[src/rtl/pc_fetch_unit.sv]
// Program counter and next-PC stage with start/stall/halt sequencing and a retired-instruction counter.
// Optional misaligned-branch trap enabled by defining MISALIGN_TRAP_EN.
module pc_fetch_unit #(
  parameter int                  PC_WIDTH  = 10,
  parameter logic [PC_WIDTH-1:0] RESET_PC  = '0,
  parameter int                  CNT_WIDTH = 32
) (
  input  logic                 clk,
  input  logic                 rst_n,
  input  logic                 start,
  input  logic                 stall,
  input  logic                 halt_req,
  input  logic                 branch,
  input  logic                 zero,
  input  logic [31:0]          immediate,
  output logic [PC_WIDTH-1:0]  pc,
  output logic                 pc_valid,
  output logic                 halted,
  output logic                 fault,
  output logic [CNT_WIDTH-1:0] instr_count
);

  typedef enum logic [1:0] {S_IDLE, S_RUN, S_HALT, S_FAULT} state_t;

  state_t                state_reg;
  logic [PC_WIDTH-1:0]   pc_reg;
  logic [CNT_WIDTH-1:0]  cnt_reg;
  logic                  pc_valid_reg;
  logic                  halted_reg;
  logic                  fault_reg;

  logic                  taken;
  logic [PC_WIDTH-1:0]   pc_plus4;
  logic [PC_WIDTH-1:0]   branch_raw;
  logic [PC_WIDTH-1:0]   branch_target;
  logic [PC_WIDTH-1:0]   pc_next;
  logic                  misaligned;
  logic [CNT_WIDTH-1:0]  cnt_inc;
  logic                  unused_bits;

  assign taken      = branch & zero;
  assign pc_plus4   = pc_reg + PC_WIDTH'(4);
  assign branch_raw = pc_reg + immediate[PC_WIDTH-1:0];

`ifdef MISALIGN_TRAP_EN
  assign branch_target = branch_raw;
  assign misaligned    = taken & (branch_raw[1:0] != 2'b00);
  assign unused_bits   = ^immediate[31:PC_WIDTH];
`else
  // Without the trap, taken targets are silently word-aligned.
  assign branch_target = {branch_raw[PC_WIDTH-1:2], 2'b00};
  assign misaligned    = 1'b0;
  assign unused_bits   = ^{immediate[31:PC_WIDTH], branch_raw[1:0]};
`endif

  assign pc_next = taken ? branch_target : pc_plus4;
  assign cnt_inc = (&cnt_reg) ? cnt_reg : cnt_reg + CNT_WIDTH'(1);

  always_ff @(posedge clk or negedge rst_n) begin
    if (!rst_n) begin
      state_reg    <= S_IDLE;
      pc_reg       <= RESET_PC;
      cnt_reg      <= '0;
      pc_valid_reg <= 1'b0;
      halted_reg   <= 1'b0;
      fault_reg    <= 1'b0;
    end else begin
      case (state_reg)
        S_RUN: begin
          if (!stall) begin
            if (misaligned) begin
              state_reg    <= S_FAULT;
              pc_valid_reg <= 1'b0;
              halted_reg   <= 1'b0;
              fault_reg    <= 1'b1;
            end else begin
              pc_reg  <= pc_next;
              cnt_reg <= cnt_inc;
              if (halt_req) begin
                state_reg    <= S_HALT;
                pc_valid_reg <= 1'b0;
                halted_reg   <= 1'b1;
              end
            end
          end
        end
        default: begin
          // IDLE, HALT and FAULT all leave only through start.
          if (start) begin
            state_reg    <= S_RUN;
            pc_reg       <= RESET_PC;
            cnt_reg      <= '0;
            pc_valid_reg <= 1'b1;
            halted_reg   <= 1'b0;
            fault_reg    <= 1'b0;
          end
        end
      endcase
    end
  end

  assign pc          = pc_reg;
  assign pc_valid    = pc_valid_reg;
  assign halted      = halted_reg;
  assign fault       = fault_reg;
  assign instr_count = cnt_reg;

endmodule

[config.mk]
export PLATFORM = sky130hd
export DESIGN_NAME = pc_fetch_unit
export DESIGN_NICKNAME = d
export VERILOG_FILES = /design/src/rtl/pc_fetch_unit.sv
export SDC_FILE = /design/constraint.sdc
export NUM_CORES = 1
export LEC_CHECK = 0
export ABC_AREA = 0
export CAP_MARGIN = 15
export CORE_MARGIN = 2
export CORE_UTILIZATION = 40
export DETAILED_ROUTE_END_ITERATION = 6
export GPL_TIMING_DRIVEN = 0
export PLACE_DENSITY = 0.71
export SLEW_MARGIN = 40
export SYNTH_ARGS = -nofsm -noshare
export SYNTH_HDL_FRONTEND = slang
export SYNTH_SLANG_ARGS = --single-unit
[constraint.sdc]
create_clock -name clk -period 2.3 [get_ports clk]
set_input_delay 0.69 -clock clk [delete_from_list [all_inputs] [get_ports clk]]
set_output_delay 0.69 -clock clk [all_outputs]
set_load 0.05 [all_outputs]
==> qor_table.md <==
| Parameter | Value | Unit |
|:---|:---|:---|
| Run status | finished clean | - |
| Max Transition Viols Final | 0 | - |
| Endpoint kind of the worst setup timing path | output port | - |
| Number of flip-flops in the largest register | 32 | - |
| Fin crit period | 2.26 | ns |
| Total chip power | 2.60 | mW |
| Total setup violations reported at the end of the flow | 0 | - |
| Total buffers and inverters traversed by the critical path | 1 | - |
| Aggregate routed wire length | 7.08 | mm |
| Critical path's slowest cell | clkdlybuf4s50_1 | - |
| Post-layout nets | 419 | - |
| Worst-Margin Slew | 0.523 | ns |
| CTS root buf | clkbuf_8 | - |
| Clk slew on worst S/H paths | 0.08 | ns |
| Number of instances in the synthesized netlist | 299 | - |
| Number of synthesized flops with an enable pin | 0 | - |
| Fraction of power consumed by combinational cells | 41.7 | % |
| Period utilization | 98.1 | % |
| Num CTS Buffers | 5 | - |
| Cell types with the highest counts after synthesis | 42 x dfrtp_1, 38 x nor2_1, 22 x nand2_1 | - |
| Horizontal extent of the die | 86.0 | um |
| Via-to-Cell Ratio | 5.60 | - |
| Critical Path Source Type | register | - |
| Share of synthesized area occupied by flip-flops and latches | 39.1 | % |
| Fraction of registers with async set/reset | 100 | % |
| Leakage power | 1.75 | nW |
| Power per unit of standard cell area | 692 | nW/um^2 |
| Vias in the first global route | 2404 | - |
| Tightest slew margin relative to the limit | 65.1 | % |
| Final Skew | 0.00813 | ns |
| Number of top-level pins | 84 | - |
| Clock H-tree levels | 2 | - |
| Final Wtd Congestion | 0.848 | - |
| Share of Yosys cell area claimed by the top area cell type | 39.1 | % |
| Post-Layout Cell Count | 448 | - |
| Via count | 2510 | - |
| Peak clock frequency supported by timing | 443 | MHz |
| Part of the power in registers | 35.1 | % |
| Switching share of power | 38.8 | % |
| Number of synthesized register bits | 42 | - |
| Vertical extent of the die | 86.0 | um |
| Worst Hold Margin | 0.330 | ns |
| Main synth FF type | dfrtp_1 | - |
| Wire per inst | 15.8 | um |
| Starting DRT DRC Count | 98 | - |
| Critical Path, Cell by Cell | clkdlybuf4s50_1 | - |
| Proportion of layout cells with a drive suffix above 1 | 17.3 | % |
| Tightest Hold Check Type | in -> async | - |
| Synthesis warning total | 0 | - |
| Residual DRC count | 0 | - |
| Placement row count | 29 | - |
| TritonRoute pass-1 iters | 4 | - |
| Endpoints failing hold | 0 | - |
| CTS tree | done | - |
| Switching power summed over all nets | 1.01 | mW |
| Layout overhead on the synthesized area | 40.0 | % |
| # clock sinks | 42 | - |
| Antenna violations before repair | 0 | - |
| Global-route usage over all layers | 19.2 | % |
| Critical Path Max Stage Delay | 0.83 | ns |
| Largest fanout on the critical path | 6 | - |
| Count of max-cap constraint violations | 0 | - |
| Largest delay contributor family on the critical path | buffers and inverters | - |
| Worst supply voltage drop on vdd | 0.304 | mV |
| Utilization after layout | 58.6 | % |
| Worst Reg2Reg Path Length in Cells | 9 | - |
| Average instance area after synthesis | 9.00 | um^2 |
| Setup CP Type | reg -> out | - |
| Worst EP arrival | 1.57 | ns |
| Int Pwr | 1.59 | mW |
| Die area | 7400 | um^2 |
| Ant. Diodes | 0 | - |
| Deepest clock path buffer count | 2 | - |
| Initial cell density of the core | 41.9 | % |
| Required arrival time at the worst endpoint | 1.61 | ns |
| Total core area | 6420 | um^2 |
| Global-route wire length before repair | 11.4 | mm |
| Final antenna-violating net count | 0 | - |
| RSZ-0062 raised after global routing | yes | - |
| Clk Latency, worst-skew pair | 0.30 | ns |
| Placed instance count | 435 | - |
| Clk pwr share | 23.2 | % |
| Top area cells in the synthesized netlist | dfrtp_1 39%, nor2_1 5.3%, xnor2_1 5.2%, ha_1 4.2%, o21ai_0 3.9% | - |
| Cell area after synthesis | 2690 | um^2 |
| Cts-stage hold buffer count | 0 | - |
| Distinct cell type count after synthesis | 58 | - |
| Cell with the most instances after synthesis | dfrtp_1 | - |
| Critical path depth in cells | 1 | - |
| Maximum number of pins on one net before global-route repair | 43 | - |
| Cell taking the most area after synthesis | dfrtp_1 | - |
| Number of input and output port buffers inserted | 56 | - |
| Sum of overflow across all layers after global routing | 0 | - |
| Half-perimeter wire length of the detailed placement result | 4.75 | mm |
-- layout make-up --
cell class,instances,area [um^2]
Buffer,16,111
Clock buffer,6,82.6
Clock inverter,1,30.0
Fill cell,546,2660
Inverter,3,11.3
Multi-Input combinational cell,240,1710
Sequential cell,42,1050
Tap cell,77,96.3
Timing Repair Buffer,63,669
-- kinds of logic (layout without fill, tap and decap cells) --
kind of cell,after synthesis,in the layout,synth area share (%)
AO/OA/AOI/OAI,72,72,16.4
XOR/XNOR,18,18,5.86
adder cells (fa/ha/maj),9,9,4.19
buffers and inverters,19,89,4.37
flip-flops,42,42,39.1
other,1,3,0.139
AND/OR/NAND/NOR,138,138,30.0
-- stage by stage --
| stage | TNS, ns | area [um^2] | setup slack, ns |
|---|---|---|---|
| after floorplan | 0 | 2700 | 0.0110 |
| after global placement | -34.22 | 3360 | -0.774 |
| after detailed placement | -8.24 | 3370 | -0.546 |
| after CTS | -0.0909 | 3510 | -0.0631 |
| after global routing | -0.218 | 3770 | -0.0648 |
| final | 0 | 3770 | 0.0443 |
-- power groups by stage --
stage / clock, mW / sequential (mW) / combinational (mW)
after floorplan: 0 / 1.12 / 0.430
after global placement: 0 / 0.911 / 0.926
after detailed placement: 0 / 0.912 / 0.941
after CTS: 0.620 / 0.897 / 0.965
after global routing: 0.641 / 0.928 / 1.16
final: 0.605 / 0.914 / 1.09
-- worst reg2reg max path: cells and delay by family, from the launching register on --
kind / cells / cell delay [ns]
compound gates: 2 / 0.23
buf+inv: 3 / 0.59
fa+ha+maj: 1 / 0.24
flops: 1 / 0.41
simple gates: 3 / 0.56
-- repair_timing --
| action | in CTS | in global routing |
|---|---|---|
| resized for setup | 7 | 45 |
| setup buffers | 0 | 6 |
| setup endpoints to repair | 7 | 38 |
| pin swaps | 0 | 7 |
| endpoints found under the hold margin | 0 | 0 |
-- worst paths after layout --
kind                            slack [ns]            start               to
max in group asynchronous             1.73            rst_n            pc[3]
worst max register to register        0.15   instr_count[1]  instr_count[27]
worst max-delay path                  0.04  instr_count[17]  instr_count[17]
min in group clk                      0.52   instr_count[0]   instr_count[0]
worst min-delay path                  0.33            rst_n  instr_count[18]
worst min register to register        0.52   instr_count[0]   instr_count[0]
-- placed cells by master, fill, tap and decap left out, types with 3 or more instances in the layout --
master,netlist,final
xnor2_1,16,16
clkbuf_8,0,6
nand2b_1,3,3
nand3_1,10,9
a31oi_1,6,6
ha_4,0,7
o21ai_1,8,8
buf_6,3,3
nor2b_1,3,3
nor4_2,3,5
or3_1,6,6
o31ai_1,5,5
nand4_1,5,5
clkdlybuf4s50_1,0,35
inv_1,3,3
and3_1,10,10
a21oi_1,13,12
nor3_2,2,3
dfrtp_1,42,39
nor2_1,38,36
conb_1,1,3
or2_2,3,3
nand2_1,22,22
nor3_1,6,5
and2_1,3,3
nor4_1,6,4
buf_4,6,14
o21ai_0,21,20
dfrtp_2,0,3
clkbuf_1,6,4
dlymetal6s2s_1,0,19
-- per-layer routing --
metal | track usage (%) | vias up | part of all wire (%) | wire length [um]
met5 | 0 | - | 0 | 0
li1 | - | 1235 | - | -
met4 | 6.20 | 0 | 1.2 | 83
met2 | 32.2 | 64 | 49 | 3470
met1 | 24.9 | 1203 | 45 | 3170
met3 | 3.75 | 8 | 5.0 | 351
Power figures use the tool's default switching activity.
